$ cat src/rtl/bist_lfsr_misr.sv
// Built-in self-test engine: a Galois LFSR issues a fixed number of stimulus
// vectors, the matching responses are compacted into a MISR signature, and the
// signature is compared against a golden value when the run completes.
module bist_lfsr_misr #(
    parameter int               WIDTH       = 8,
    parameter logic [WIDTH-1:0] POLY        = 8'hB8,
    parameter logic [WIDTH-1:0] SEED        = 8'h01,
    parameter int               NUM_VECTORS = 256,
    parameter int               RESP_LAT    = 1
) (
    input  logic             clk,
    input  logic             rst,
    input  logic             start,
    input  logic             abort,
    input  logic             seed_load,
    input  logic [WIDTH-1:0] seed,
    input  logic [WIDTH-1:0] golden,
    output logic [WIDTH-1:0] stim_out,
    output logic             stim_valid,
    input  logic [WIDTH-1:0] dut_resp,
    output logic             busy,
    output logic             done,
    output logic             pass,
    output logic [WIDTH-1:0] signature
);

    localparam int CW = $clog2(NUM_VECTORS + 1);
    localparam int DW = (RESP_LAT > 1) ? $clog2(RESP_LAT) : 1;

    localparam logic [CW-1:0]    CNT_LAST   = CW'(NUM_VECTORS - 1);
    localparam logic [CW-1:0]    CNT_ONE    = CW'(1);
    localparam logic [DW-1:0]    DRAIN_LAST = (RESP_LAT > 0) ? DW'(RESP_LAT - 1) : {DW{1'b0}};
    localparam logic [DW-1:0]    DRAIN_ONE  = DW'(1);
    localparam logic [WIDTH-1:0] ZERO_W     = {WIDTH{1'b0}};
    localparam logic [WIDTH-1:0] ONE_W      = WIDTH'(1);

    typedef enum logic [1:0] {
        ST_IDLE  = 2'd0,
        ST_RUN   = 2'd1,
        ST_DRAIN = 2'd2,
        ST_DONE  = 2'd3
    } state_t;

    // One Galois shift: shared by the stimulus generator and the compactor.
    function automatic logic [WIDTH-1:0] step(input logic [WIDTH-1:0] x);
        step = (x >> 1) ^ (x[0] ? POLY : ZERO_W);
    endfunction

    state_t           state_r, state_n_s;
    logic [WIDTH-1:0] seed_r, lfsr_r, misr_r;
    logic [CW-1:0]    cnt_r;
    logic [DW-1:0]    drain_r;
    logic             stim_valid_r, busy_r, done_r, pass_r;
    logic [WIDTH-1:0] stim_out_r;

    logic [WIDTH-1:0] seed_n_s, lfsr_n_s, misr_n_s, stim_out_n_s;
    logic [CW-1:0]    cnt_n_s;
    logic [DW-1:0]    drain_n_s;
    logic             stim_valid_n_s, busy_n_s, done_n_s, pass_n_s;

    logic             idle_like_s, start_go_s, abort_hit_s;
    logic             last_vec_s, drain_last_s, resp_valid_s;
    logic [WIDTH-1:0] seed_fix_s, seed_eff_s;

    // An all-zero seed would lock the LFSR, so it is replaced by 1.
    assign seed_fix_s   = (seed == ZERO_W) ? ONE_W : seed;
    assign idle_like_s  = (state_r == ST_IDLE) || (state_r == ST_DONE);
    assign start_go_s   = start && !abort && idle_like_s;
    assign abort_hit_s  = abort && !idle_like_s;
    assign seed_eff_s   = seed_load ? seed_fix_s : seed_r;
    assign last_vec_s   = (state_r == ST_RUN) && (cnt_r == CNT_LAST);
    assign drain_last_s = (state_r == ST_DRAIN) && (drain_r == DRAIN_LAST);

    generate
        if (RESP_LAT > 0) begin : g_pipe
            logic [RESP_LAT:1] vpipe_r;
            logic [RESP_LAT:0] vpipe_s;
            assign vpipe_s      = {vpipe_r, stim_valid_r};
            assign resp_valid_s = vpipe_s[RESP_LAT];
            // Delay line that lines up each issued vector with its response.
            always_ff @(posedge clk or posedge rst) begin
                if (rst) begin
                    vpipe_r <= {RESP_LAT{1'b0}};
                end else if (abort_hit_s) begin
                    vpipe_r <= {RESP_LAT{1'b0}};
                end else begin
                    vpipe_r <= vpipe_s[RESP_LAT-1:0];
                end
            end
        end else begin : g_nopipe
            assign resp_valid_s = stim_valid_r;
        end
    endgenerate

    // State register.
    always_ff @(posedge clk or posedge rst) begin
        if (rst) begin
            state_r <= ST_IDLE;
        end else begin
            state_r <= state_n_s;
        end
    end

    // Next-state decision; abort beats start and end-of-run.
    always_comb begin
        state_n_s = state_r;
        case (state_r)
            ST_IDLE: begin
                if (start_go_s) state_n_s = ST_RUN;
                else            state_n_s = ST_IDLE;
            end
            ST_RUN: begin
                if (abort_hit_s)     state_n_s = ST_IDLE;
                else if (last_vec_s) state_n_s = (RESP_LAT > 0) ? ST_DRAIN : ST_DONE;
                else                 state_n_s = ST_RUN;
            end
            ST_DRAIN: begin
                if (abort_hit_s)       state_n_s = ST_IDLE;
                else if (drain_last_s) state_n_s = ST_DONE;
                else                   state_n_s = ST_DRAIN;
            end
            ST_DONE: begin
                if (start_go_s) state_n_s = ST_RUN;
                else            state_n_s = ST_DONE;
            end
            default: state_n_s = ST_IDLE;
        endcase
    end

    // Next values for the datapath and the registered outputs.
    always_comb begin
        lfsr_n_s  = lfsr_r;
        misr_n_s  = misr_r;
        cnt_n_s   = cnt_r;
        seed_n_s  = seed_r;
        drain_n_s = {DW{1'b0}};
        if (start_go_s) begin
            lfsr_n_s = seed_eff_s;
            misr_n_s = ZERO_W;
            cnt_n_s  = {CW{1'b0}};
        end else begin
            if (state_r == ST_RUN) begin
                lfsr_n_s = step(lfsr_r);
                cnt_n_s  = cnt_r + CNT_ONE;
            end else begin
                lfsr_n_s = lfsr_r;
                cnt_n_s  = cnt_r;
            end
            if (resp_valid_s) misr_n_s = step(misr_r) ^ dut_resp;
            else              misr_n_s = misr_r;
        end
        if (state_r == ST_DRAIN) drain_n_s = drain_r + DRAIN_ONE;
        else                     drain_n_s = {DW{1'b0}};
        if (seed_load && idle_like_s) seed_n_s = seed_fix_s;
        else                          seed_n_s = seed_r;

        stim_valid_n_s = (state_n_s == ST_RUN);
        stim_out_n_s   = stim_valid_n_s ? lfsr_n_s : ZERO_W;
        busy_n_s       = (state_n_s == ST_RUN) || (state_n_s == ST_DRAIN);
        done_n_s       = (state_n_s == ST_DONE);
        // The verdict is taken once, on the cycle the run completes.
        if ((state_n_s == ST_DONE) && (state_r != ST_DONE)) pass_n_s = (misr_n_s == golden);
        else if (state_n_s == ST_DONE)                      pass_n_s = pass_r;
        else                                                pass_n_s = 1'b0;
    end

    // Datapath and output registers.
    always_ff @(posedge clk or posedge rst) begin
        if (rst) begin
            seed_r       <= SEED;
            lfsr_r       <= SEED;
            misr_r       <= ZERO_W;
            cnt_r        <= {CW{1'b0}};
            drain_r      <= {DW{1'b0}};
            stim_valid_r <= 1'b0;
            stim_out_r   <= ZERO_W;
            busy_r       <= 1'b0;
            done_r       <= 1'b0;
            pass_r       <= 1'b0;
        end else begin
            seed_r       <= seed_n_s;
            lfsr_r       <= lfsr_n_s;
            misr_r       <= misr_n_s;
            cnt_r        <= cnt_n_s;
            drain_r      <= drain_n_s;
            stim_valid_r <= stim_valid_n_s;
            stim_out_r   <= stim_out_n_s;
            busy_r       <= busy_n_s;
            done_r       <= done_n_s;
            pass_r       <= pass_n_s;
        end
    end

    assign stim_out   = stim_out_r;
    assign stim_valid = stim_valid_r;
    assign busy       = busy_r;
    assign done       = done_r;
    assign pass       = pass_r;
    assign signature  = misr_r;

endmodule
$ cat config.mk
export PLATFORM = sky130hd
export DESIGN_NAME = bist_lfsr_misr
export DESIGN_NICKNAME = d
export VERILOG_FILES = /design/src/rtl/bist_lfsr_misr.sv
export SDC_FILE = /design/constraint.sdc
export NUM_CORES = 1
export LEC_CHECK = 0
export ABC_AREA = 1
export BUFFER_PORTS_ARGS = -buffer_cell sky130_fd_sc_hd__buf_2
export CORE_UTILIZATION = 40
export DETAILED_ROUTE_END_ITERATION = 8
export HOLD_SLACK_MARGIN = 0.05
export PLACE_DENSITY = 0.6
export SLEW_MARGIN = 20
export SYNTH_ARGS = -nofsm -noshare
export SYNTH_HDL_FRONTEND = slang
export SYNTH_SLANG_ARGS = --single-unit
$ cat constraint.sdc
create_clock -name clk -period 3.1 [get_ports clk]
set_input_delay 0.775 -clock clk [delete_from_list [all_inputs] [get_ports clk]]
set_output_delay 0.775 -clock clk [all_outputs]
set_load 0.1 [all_outputs]
# == Word-level counts from Yosys, hierarchy flattened ==
# Index checks and enable logic that the tools add are counted.
# classes
add_sub_neg,2
n_eq_ne,10
n_mux,22
bitwise_logic,4
n_reduce_logical,14
# op_table
op,count
8-bit 2-to-1 mux,9
9-bit 2-to-1 mux,2
7-bit by 8-bit XOR with 8-bit output,2
"9-bit by 1-bit adder with 9-bit output, second input constant",1
"9-bit by 8-bit equality test with 1-bit output, second input constant",1
"2-bit equality test, second input constant",4
8-bit equality test,1
8-bit zero test,1
2-bit 2-to-1 mux,4
2-bit case mux with 4 select lines,1
8-bit XOR,1
1-bit logical AND,7
1-bit 2-to-1 mux,6
"2-bit by 1-bit equality test with 1-bit output, second input constant",2
1-bit zero test,2
2-bit zero test,1
1-bit logical OR,2
"2-bit by 1-bit inequality test with 1-bit output, second input constant",1
"2-bit inequality test, second input constant",1
2-bit nonzero test,1
"1-bit adder, second input constant",1
1-bit NOT,1
# totals
regBits,49
out_inout_bits,20
elab_cells,64

# == Logic depth before layout (Yosys ltp) ==
# Gate-level depths: netlist of the first run.
# depth
depth_word,9
mapped_depth,18
depth_no_buf,17

# == Least setup slack after synthesis of the first run ==
# OpenSTA, ideal clock, no wires.
# synth_timing
path_kind,reg2reg
from,register state_r[0]
to,"register pass_r, in the netlist pass"
t_arrival_ns,2.139
path_slack_ns,0.893
stages_incl_launch_ff,16
path_buffers,1
cell_sequence,dfrtp_1 inv_1 ha_1 nor2_4 nand2_4 clkbuf_1 a22oi_1 ha_1 inv_1 nor2_1 nand2_1 nor2_1 nand2_1 nor2_1 nand3_1 nand2_1
# synth_via
elab_chain_cells,9
# synth_lines
item,line_no,rtl
from (decl),49,"state_t state_r, state_n_s;"
from (signal assigned),100,state_r <= state_n_s;
2-bit equality test or 2-bit zero test (tied branches),"67, 107",
1-bit logical OR,67,assign idle_like_s = (state_r == ST_IDLE) || (state_r == ST_DONE);
1-bit zero test,69,assign abort_hit_s = abort && !idle_like_s;
1-bit logical AND,69,
"2-bit 2-to-1 mux, on equally long branches","118, 113",
2-bit case mux with 4 select lines *,107,case (state_r)
named net state_n_s[0],49,
2-bit equality test *,n/a,
named net done_n_s,59,"logic stim_valid_n_s, busy_n_s, done_n_s, pass_n_s;"
1-bit logical AND,162,if ((state_n_s == ST_DONE) && (state_r != ST_DONE)) pass_n_s = (misr_n_s == golden);
2-bit by 1-bit inequality test with 1-bit output (no source line) or 1-bit 2-to-1 mux (tied branches),n/a,
to (signal assigned),190,pass_r <= pass_n_s;
to (decl),53,"logic stim_valid_r, busy_r, done_r, pass_r;"
# Mark *: on every way through the listed nets, which the timed path passes. The rest lies on a longest branch.
# A chain may end at the register's enable or synchronous reset.

# == Final worst setup path of the first run ==
# Ends and elaborated chain as after synthesis.

==> run summary, run 1 <==
In the final layout, the multi-input gates occupy approximately 1100 um2. The number of fill cells is about 610. The via-per-instance ratio is 4.932.

The pin count of the biggest net entering global routing came out at 26. Setup repair after global routing left no endpoint under its margin. The post-route setup TNS is 0 ns. Yosys mapped the design onto 29 distinct sky130hd cell types.

The final-report setup violation count is 0. The clock buffer count from CTS came out at 5. The total placed cells including tap cells came out at roughly 450. The register bit total from synthesis is slightly below 50. The headroom to the max-slew limit is about 54%.

The fraction of met3 tracks used by global routing is between 3 and 4%. The ratio of total power to cell area came out at about 1100 nW/um2. The kind of launch point of the worst setup path is a flip-flop.

The top achievable clock speed is between 300 and 400 MHz. Leaving out filler cells and counting taps, the final layout contains approximately 460. The sum of net half-perimeters after detailed placement came out at around 4300 um. The maximum vdd ir drop is between 0.0007 and 0.0008 V.

The post-route fraction of the period consumed by the critical path came out at approximately 85%. The most used flip-flop cell after synthesis is dfrtp_1. The tree is rooted in a clkbuf_8. The effective utilization at floorplan is a little over two fifths.

The global-route wire length before repair is 9156 um. Global routing finished with a remaining overflow of 0. In the final routed layout, each cell accounts on average for 12.27 um.

The total number of vias is ~2,200. The library cell with the largest summed area after synthesis is dfrtp_1. The share of final-layout standard cells stronger than drive strength 1 came out at roughly a fifth. The final number of hold-violating endpoints was 0. The flow ran to the end, and the final reports show no timing, DRC or antenna violations. Buffers inserted to repair hold after CTS numbered 0. The share of the synthesized area in the top cell type came out at between 40 and 50%. After floorplanning, the core was divided into 28 placement rows.

The sequential cell area is ~1200 um2. For this design the top-level I/O count stands at between 40 and 50. The count of buffers from port buffering came out at 48. The static leakage power came out at 1.646 nW. The routing layer with the top usage in global route is met2. The slack of the critical path came out at approximately 0.45 ns. The cell count after synthesis came out at 330. The instance area after placement came out at between 2000 and 3000 um2.

From bottom edge to top edge, the die measures a little over 80 um. The max-slew violation count is 0. In this run the worst path has a maximum fanout of 22. After clock tree synthesis, the setup repair step added 0 buffers. The number of buffers between clock root and the deepest sink is 2.

The fraction of registers with async set/reset is between 90% and 100%. The worst setup path is of the flip-flop to flip-flop kind. The area growth from synthesis to final layout came out at 17.26%.

The routability-driven placement congestion ratio came out at around 0.76. After detailed routing, the number of remaining DRC violations is 0. The data required time at the worst endpoint came out at approximately 3.4 ns.

After detailed routing, the total wire length is ~5600 um. The count of synthesis-stage warnings from yosys is 0. The die is 82.43 um wide. The post-layout net count came out at between 400 and 500. The pin slew with the least headroom to its limit came out at about 0.69 ns. The type of destination of the critical path is a flip-flop. The first detailed-routing pass ran for 5 iterations. The die area is 6795 um2.

The core box area is about 6100 um2. The H-tree was split into 2 levels. After synthesis the cells add up to around 2600 um2. The proportion of synthesized chip area in sequential cells came out at a little under half. The top cell types in the final layout, fill and taps aside, are 84 x nand2_1, 55 x inv_1, 48 x buf_2. The count of instances resized after the clock tree is built came out at 0. The global-route usage over all layers is a little under a fifth. Prior to clock tree synthesis, the placed netlist has a worst setup slack of roughly 0.50 ns.

The most common library cell in the layout ignoring fill and taps is nand2_1. The final instance area came out at between 3000 and 4000 um2. The via count of the first global-routing pass came out at slightly below 2,000. TritonCTS built the clock tree. The min-delay analysis places its worst path in the category input pin to async pin. Across the routed clock network, the largest skew measured is 0.007150 ns. The number of inserted diodes is 0. Sorting the synthesized cells by area gives the leading types as dfrtp_1 45%, nand2_1 12%, inv_1 8.1%. The met1 track demand over resource in global routing came out at between 20 and 25%.

After synthesis, the mean cell area works out to between 7 and 8 um2. The met2 demand-to-capacity share in global routing is 29.67%. For this design, the sink count on the clock tree is a little under 50.

The number of antenna violations at the first check in global routing came to 0. The post-synth net total is between 300 and 400. Clock latency on the worst-skew pair, taken at its later pin, is about 0.30 ns. The number of synthesized flops with an enable pin is 0. The clock transition at the registers of the reported paths is ~0.090 ns. In this run, the number of DRC markers left after iteration 0 of detailed routing was 74.

The critical path arrival came out at between 2 and 3 ns. The time the worst path needs with I/O delays and setup came out at ~2.6 ns. The count of nets left with antenna violations once routing finished came out at 0. The tool flagged a number of max-cap violations equal to 0.
## cell usage after synthesis (4+ instances only)
| library cell | number |
|---|---|
| nand2_1 | 84 |
| inv_1 | 56 |
| dfrtp_1 | 47 |
| o21ai_0 | 30 |
| nor2_1 | 24 |
| a21oi_1 | 19 |
| nand3_1 | 18 |
| ha_1 | 8 |
| and2_1 | 5 |
| nand3b_1 | 5 |
| clkbuf_1 | 4 |
| nor3_1 | 4 |
## layout make-up
| cell class | instances | share of cell area, % |
|---|---|---|
| inverter | 57 | 7.052 |
| clock buffer | 5 | 2.268 |
| multi-input combinational | 216 | 36.29 |
| timing repair buffer | 51 | 8.660 |
| tap | 75 | 3.093 |
| clock inverter | 3 | 2.144 |
| sequential | 49 | 40.49 |
## flip-flops by register name (all words and copies together) (netlist names)
signal and count:
drain_r 1, lfsr_r 8, cnt_r 9, stim_out 8, pass 1, signature 8, g_pipe.vpipe_r 1, seed_r 8
state_r 2, done 1, stim_valid 1, busy 1
## per-layer routing
layer	part of all wire [%]	wire length [um]	vias to the layer above
met5	0	0	-
met4	1.7	97	0
met3	4.8	270	9
met2	47	2619	65
met1	47	2606	1033
li1	-	-	1142
## path summary, 6_finish.rpt
check | cells past startpoint | slack (ns) | startpoint | to
max in group asynchronous | 3 | 2.13 | rst | seed_r[0]$_DFFE_PP1P_
worst max-delay path | 17 | 0.45 | state_r[0]$_DFF_PP0_ | pass$_DFFE_PP0P_
min in group clk | 1 | 0.43 | drain_r$_DFF_PP0_ | drain_r$_DFF_PP0_
worst max register to register | 17 | 0.45 | state_r[0]$_DFF_PP0_ | pass$_DFFE_PP0P_
worst min-delay path | 2 | 0.36 | rst | signature[5]$_DFF_PP0_
worst min register to register | 1 | 0.43 | drain_r$_DFF_PP0_ | drain_r$_DFF_PP0_
## logic make-up (layout without fill, tap and decap cells)
family / count (synthesis) / count (layout) / share of synthesized area, %
fa+ha+maj: 8 / 8 / 3.869
compound gates: 61 / 61 / 13.78
buf+inv: 65 / 116 / 9.961
flops: 49 / 49 / 47.49
simple gates: 146 / 146 / 24.57
xor+xnor: 1 / 1 / 0.3386
## per-stage QoR
stage / hold slack, ns / util (%) / power (mW)
finish: 0.3557 / 49.77 / 3.337
global placement: 0.4002 / 47.58 / 2.807
CTS: 0.3643 / 49.77 / 3.363
floorplan: 0.3859 / - / 2.485
detailed placement: 0.4022 / 47.58 / 2.823
global route: 0.3594 / 49.77 / 3.600
## worst max-delay path, stage by stage, from the launching register on
cell,delay (ns)
dfrtp_1,0.39
inv_1,0.08
ha_1,0.44
nor2_4,0.10
nand2_4,0.21
inv_2,0.17
nor2_1,0.11
inv_1,0.05
a21oi_1,0.21
ha_1,0.23
inv_1,0.05
nor2_1,0.10
nand2_1,0.07
nor2_1,0.09
nand2_1,0.05
nor2_1,0.09
nand3_1,0.08
nand2_1,0.07
## where the power goes
part | total [mW] | internal, mW | switching, mW
Combinational | 1.75 | 0.417 | 1.33
Clock | 0.539 | 0.321 | 0.218
Sequential | 1.05 | 0.882 | 0.166
Total | 3.34 | 1.62 | 1.72
Power figures use the tool's default switching activity.
==> run 2, diff against run 1 <==
- REMOVE_ABC_BUFFERS: not set -> 1
==> run 2 against run 1 <==
Effect of this change: non-clock buffer count fell by 1; sequential power barely moved; core utilization fell by 0.78 points; critical path type unchanged.
==> run summary, run 2 (same netlist as run 1, synthesis figures left out) <==
The run finished with clean final reports. The final number of hold-violating endpoints is 0. TritonCTS built the clock tree. CTS placed an instance of clkbuf_8 at the clock tree root. In this run the worst hold path is classified as flip-flop to flip-flop. The floorplan step set the die height to about 82 um.

The data required time at the worst endpoint came out at 3.35 ns. The final instance count without filler cells came out at about 460. The static leakage power came out at 1.618 nW. The core box area is 6096 um2. The maximum vdd ir drop came out at 0.0005854 V. In this run, placement finished with an instance count of 447. The number of antenna violations at the first check in global routing is 0. TritonCTS created 5 clock buffers. In the final design database the tool counted about 420 nets.

The clock latency at the later pin of the worst-skew pair is around 0.31 ns. The share of final-layout standard cells stronger than drive strength 1 came out at 18.16%. Buffers inserted to repair hold after CTS numbered 0. The final-report setup violation count came out at 0.

The repair_antennas step left the layout with diodes totalling 0. The number of fill cells is 645. The count of instances resized after the clock tree is built is 0. The post-route setup TNS came out at 0 ns.

After detailed routing, the number of vias per cell comes to approximately 4.8. Before antenna repair, the detailed router went through 4 iterations. The final core utilization is roughly 49%. The number of flip-flops in the largest register came out at 9.

The effective utilization at floorplan is 42.45%. The via count of the first global-routing pass came out at around 2,000. The pin slew with the least headroom to its limit is between 0.6 and 0.7 ns. The final wirelength came out at 5425 um.

The clock transition at the registers of the reported paths came out at 0.09 ns. The die area came out at 6795 um2. The final instance area came out at roughly 3000 um2. The time the worst path needs with I/O delays and setup came out at 2.634 ns. The max-slew violation count is 0. The ratio of total power to cell area is about 1100 nW/um2. The most common library cell in the layout ignoring fill and taps is nand2_1. Ranked by flip-flop count, first place goes to cnt_r.

The global-route usage over all layers is 18.21%. The post-CTS setup repair buffer count came out at 0. The post-route fraction of the period consumed by the critical path is between 80% and 90%. The worst setup skew after layout is about 0.0093 ns.

Max-cap violations in this run came to 0. Of all nets on the critical path, the largest fanout is 22. The clock passes through at most 2 buffers. The top achievable clock speed came out at ~380 MHz. The pin count of the biggest net entering global routing came out at 34. The worst setup path is of the flip-flop to flip-flop kind. Leaving out fill and tap cells, the most frequent cells in the layout are 84 x nand2_1, 55 x inv_1, 48 x buf_2.

The routability-driven placement congestion ratio is a little over 0.8. The critical path arrival came out at around 2.9 ns. Setup repair after global routing left no endpoint under its margin. 49 I/O pins were placed. The instance area after placement is a little under 3000 um2.

The iteration-0 DRC count of the detailed router came out at 97. The number of placement rows is 28. The global-route wire length before repair came out at 9280 um. Measured against its own limit, the worst slew margin works out to a little under three fifths.

STA classifies the critical path endpoint as a flip-flop. In this run the remaining antenna-violating nets after routing total 0. The area growth from synthesis to final layout came out at 15.43%. Global routing finished with a remaining overflow of 0.

The remaining routing DRC violations came out at 0. The sum of net half-perimeters after detailed placement is ~4100 um. The total number of vias is roughly 2,200. STA classifies the critical path startpoint as a flip-flop. The wire length per cell is around 12 um.

Counting every sink on the clock net gives 49. The count of buffers from port buffering is 48. The die boundary width came out at just over 80 um. The number of levels in the clock H-tree is 2.
==> run 2: cell count changes in the layout (fill, tap and decap cells not counted) <==
| cell | delta |
|---|---|
| buf_4 | -1 |
| clkbuf_1 | +1 |
| clkinv_2 | -1 |
| bufinv_16 | -2 |
| clkbuf_8 | +1 |
| clkinvlp_4 | +1 |
==> run 2: worst paths after layout <==
| kind | start | end | slack [ns] | cells past startpoint |
|---|---|---|---|---|
| worst max-delay path | state_r[0]$_DFF_PP0_ | pass$_DFFE_PP0P_ | 0.47 | 17 |
| worst min-delay path | drain_r$_DFF_PP0_ | drain_r$_DFF_PP0_ | 0.41 | 1 |
| worst max register to register | state_r[0]$_DFF_PP0_ | pass$_DFFE_PP0P_ | 0.47 | 17 |
| min in group asynchronous | rst | signature[7]$_DFF_PP0_ | 0.43 | 2 |
| max in group asynchronous | rst | seed_r[0]$_DFFE_PP1P_ | 1.89 | 3 |
| worst min register to register | drain_r$_DFF_PP0_ | drain_r$_DFF_PP0_ | 0.41 | 1 |
==> run 2: area by class of cell <==
class,instances,area [um2],share of cell area [%]
sequential,49,1229,41.14
clock buffer,7,86.33,2.891
tap,75,93.84,3.142
multi-input combinational,216,1101,36.87
inverter,57,214.0,7.164
timing repair buffer,50,255.2,8.546
clock inverter,1,7.507,0.2514
==> run 2: report_power, final <==
part | switching, mW | internal (mW)
registers | 0.164 | 0.882
clock network | 0.219 | 0.182
logic | 1.33 | 0.418
total | 1.71 | 1.48
==> run 2: layer usage <==
metal  share of wire [%]  wire, um  vias up  global-route usage [%]
li1                    -         -     1139                       -
met2                  47      2551       47                   30.50
met1                  47      2525      974                   23.47
met5                   0         0        -                       0
met3                 4.6       248        8                   2.967
met4                 1.8        99        0                   7.018
==> run 2: per-stage QoR <==
step           hold slack [ns]  power [mW]  worst slack (ns)
2_1_floorplan           0.3859       2.458            0.9241
3_3_place_gp            0.3966       2.813            0.6326
3_5_place_dp            0.4005       2.818            0.4735
4_1_cts                 0.4136       3.227            0.4410
5_1_grt                 0.4348       3.449            0.1521
6_report                0.4107       3.191            0.4664
==> run 2: critical path: stages (launching register included) <==
cell and delay, ns:
dfrtp_1 0.39, inv_1 0.07, ha_1 0.44, nor2_4 0.10
nand2_4 0.20, inv_2 0.16, nor2_1 0.12, inv_1 0.04
a21oi_1 0.23, ha_1 0.24, inv_1 0.05, nor2_1 0.07
nand2_1 0.06, nor2_1 0.09, nand2_1 0.05, nor2_1 0.10
nand3_1 0.08, nand2_1 0.07
==> run 3, diff against run 2 <==
- ABC_AREA: 1 -> 0
- clock period: 3.1 -> 2.46 ns (I/O delays scaled with it)
==> run 3 against run 2 <==
Effect of this change: the run now ends with negative setup slack left; global-route usage decreased by 0.57 points; clock skew increased by 0.0014 ns; hold slack got worse by 0.16 ns; die area decreased by 2.6%; sequential cell count unchanged; total power increased by 37%; sequential share of layout area decreased by 3.4 points; critical path depth decreased by 7; non-clock buffer count increased by 29; register-to-register slack got worse by 0.51 ns; count of clock-buffer cells in the layout unchanged; sequential power increased by 29%; largest cell class is now multi-input gates; largest power group unchanged; highest routed layer unchanged.
==> run summary, run 3 <==
The routed design has between 5000 and 6000 um of wire. The share of the synthesized area in the top cell type came out at a little under half. The sum of overflow across all layers after global routing came out at 0. The number of flip-flops in the largest register is 9.

Timing analysis after detailed placement gives a worst setup slack of -0.3026 ns. The slack of the critical path is -0.04364 ns. The biggest cell delay along the critical path came out at around 0.41 ns.

Yosys instantiated no cell more often than dfrtp_1. The die boundary width is 81.35 um. The clock transition at the registers of the reported paths came out at 0.10 ns. The commonest cells after synthesis are 47 x dfrtp_1, 23 x nor2_1, 17 x a21oi_1. The clock sink count came out at 49.

The headroom to the max-slew limit came out at 63.78%. The checks that failed: negative setup slack. For this run, the post-layout net count is between 300 and 400. The post-route fraction of the period consumed by the critical path came out at 101.8%. The total I/O pin count came out at 49.

The data required time at the worst endpoint is between 2 and 3 ns. The die covers around 6600 um2. Input and output buffers added on the ports amount to 48. The final number of hold-violating endpoints is 0. The critical path is of the flip-flop to flip-flop type. The kind of launch point of the worst setup path is a flip-flop. The tightest min-delay check is of the input pin to async pin type. The reg-to-reg startpoint is state_r[0]$_DFF_PP0_.

The count of TritonRoute iterations in the first routing pass came out at 4. The area growth from synthesis to final layout came out at 29.31%. The repair_antennas step left the layout with diodes totalling 0. The share of final-layout standard cells stronger than drive strength 1 is between 30 and 40%.

The critical path arrival is 2.73 ns. The maximum fanout count along the critical path is 3. The first global-routing pass estimated 8749 um of wire. In the post-synthesis netlist, the biggest area contributors are dfrtp_1 47%, mux2i_1 5.6%, ha_1 4.0%. The netlist uses 45 different library cells. Entering global routing, the biggest net connects 38 pins. The library cells used most frequently in the layout, excluding fill and tap cells, are 48 x buf_2, 47 x dfrtp_1, 29 x buf_4. The post-synth design cell area is about 2500 um2. The core box area came out at ~6000 um2. The ratio of total power to cell area is approximately 1300 nW/um2. After the flow finishes, the layout carries non-filler instances totaling ~380. Setup repair after global routing could not meet its margin everywhere. For this run, the leading register cell type out of synthesis is dfrtp_1.

The effective utilization at floorplan is around 42%. The total number of vias is around 1,900. Of all cell types, the one taking the most synthesized area is dfrtp_1. The register ranked first by flip-flop count is cnt_r. The cts-stage hold buffer count is 0. The static leakage power came out at ~1.6 nW. The total placed cells including tap cells came out at roughly 370.

The worst setup path is captured at a flip-flop. The cell count after synthesis came out at around 230. The via count of the first global-routing pass came out at between 1,500 and 2,000. The total buffers and inverters traversed by the critical path is 2.

The final-report setup violation count is 1. The root buffer cell chosen for the clock tree is clkbuf_8. The TritonCTS clock tree is built.

The wire length per cell is roughly 14 um. The mean instance size in the synthesized netlist came out at approximately 11 um2. The cell with the biggest individual delay on the critical path is or3b_4. The clock arrives with around 0.011 ns of skew.

The critical path starts at state_r[0]$_DFF_PP0_. The fraction of registers with async set/reset is between 90% and 100%. The number of antenna violations at the first check in global routing came to 0.

The clock latency at the later pin of the worst-skew pair came out at approximately 0.30 ns. The iteration-0 DRC count of the detailed router came out at 47. Yosys mapped a number of flops with a built-in enable equal to 0.

The total of max-cap violations is 0. The global-route usage over all layers came out at approximately 18%. The clock buffer count from CTS came out at 5. Static timing analysis puts the maximum clock frequency at around 400 MHz. The routability-driven placement congestion ratio came out at 0.7920. The run finished, with violations left. The pin slew with the least headroom to its limit came out at roughly 0.54 ns. Walking the worst path, the cells encountered are inv_1 -> ha_1 -> or3b_4 -> a21oi_2 -> ha_2 -> buf_4 -> nand3b_1 -> nor4b_2 -> o32ai_2 -> a211oi_2.

The number of levels in the clock H-tree came out at 2. After detailed routing, the number of remaining DRC violations is 0. The height of the chip is 81.35 um. The library cell used most frequently in the layout, excluding fill and tap cells, is buf_2.

During synthesis, Yosys emitted a total of 0 warnings. The number of buffers between clock root and the deepest sink is 2. In the routed layout, each cell is associated on average with a via count of around 5.0. The max-slew violation count came to 0.

The remaining number of nets flagged by the antenna check after routing came out at 0. Of the synthesized area, sequential elements account for about half. The maximum vdd ir drop is slightly above 0.0009 V. In this run the core area contains 28 standard-cell rows. The time the worst path needs with I/O delays and setup is about 2.5 ns. The register bit total from synthesis came out at 49. The family with the most delay on the worst path is simple AND/OR/NAND/NOR gates. The sum of net half-perimeters after detailed placement is a little under 4000 um.
[run 3: cell count changes after synthesis, sizes merged, moves of 10 or more]
cell | before | now
xor2 | 0 | 11
a211oi | 0 | 10
nand3 | 18 | 3
nand2 | 85 | 10
inv | 57 | 7
mux2i | 0 | 14
o21ai | 30 | 6
[run 3: power breakdown]
part           leakage (nW)  internal [mW]  switching [mW]
logic                 0.873          0.833            1.60
registers             0.619           1.12           0.228
clock network        0.0585          0.332           0.269
[run 3: layout make-up]
cell class              instances  area [um2]
clock buffers                   7       86.33
clock inverters                 1       30.03
flip-flops and latches         49        1229
well taps                      75       93.84
repair buffers                 79       498.0
fillers                       535        2734
inverters                       7       26.28
multi-input cells             166        1294
[run 3: cells by family after synthesis]
logic type      Yosys count  synth area share (%)
simple gates             76                 16.34
compound gates           40                 9.837
fa+ha+maj                 8                 3.974
xor+xnor                 20                 8.743
flops                    49                 48.78
mux                      22                 9.289
buf+inv                  18                 3.030
[run 3: worst paths after layout]
kind,endpoint,slack (ns),cells past startpoint
worst max register to register,pass$_DFFE_PP0P_,-0.04,10
min in group clk,drain_r$_DFF_PP0_,0.46,1
worst max-delay path,pass$_DFFE_PP0P_,-0.04,10
worst min-delay path,stim_out[0]$_DFF_PP0_,0.25,2
worst min register to register,drain_r$_DFF_PP0_,0.46,1
max in group asynchronous,cnt_r[0]$_DFFE_PP0P_,1.72,3
[run 3: stage by stage]
stage	utilization (%)	cell area [um2]	hold slack [ns]	total power [mW]	setup TNS [ns]
floorplan	-	2469	0.3858	3.153	-0.3970
global placement	50.81	3044	0.4099	3.697	-0.2778
detailed placement	50.81	3044	0.4017	3.733	-0.3026
CTS	53.72	3218	0.2532	4.383	-0.02949
global route	54.37	3257	0.2832	4.639	-0.2117
finish	54.37	3257	0.2476	4.378	-0.04364
[run 3: timing repair]
| action | 4_1_cts | 5_1_grt |
|---|---|---|
| buffers inserted | 2 | 1 |
| endpoints found under the setup margin | 1 | 9 |
| resized for setup | 11 | 7 |
| pin swaps | 10 | 9 |
[run 3: per-layer routing]
metal | routed length [um] | share of wire, % | GRT usage (%) | vias up
met5 | 0 | 0 | 0 | -
met1 | 2321 | 43 | 21.18 | 926
li1 | - | - | - | 954
met2 | 2821 | 52 | 31.25 | 33
met3 | 166 | 3.1 | 3.483 | 7
met4 | 65 | 1.2 | 5.893 | 0
[run 3: worst register-to-register path: stages, from the launching register on]
cell and delay, ns:
dfrtp_1 0.36, inv_1 0.06, ha_1 0.30, or3b_4 0.41, a21oi_2 0.17, ha_2 0.20
buf_4 0.11, nand3b_1 0.16, nor4b_2 0.31, o32ai_2 0.14, a211oi_2 0.21
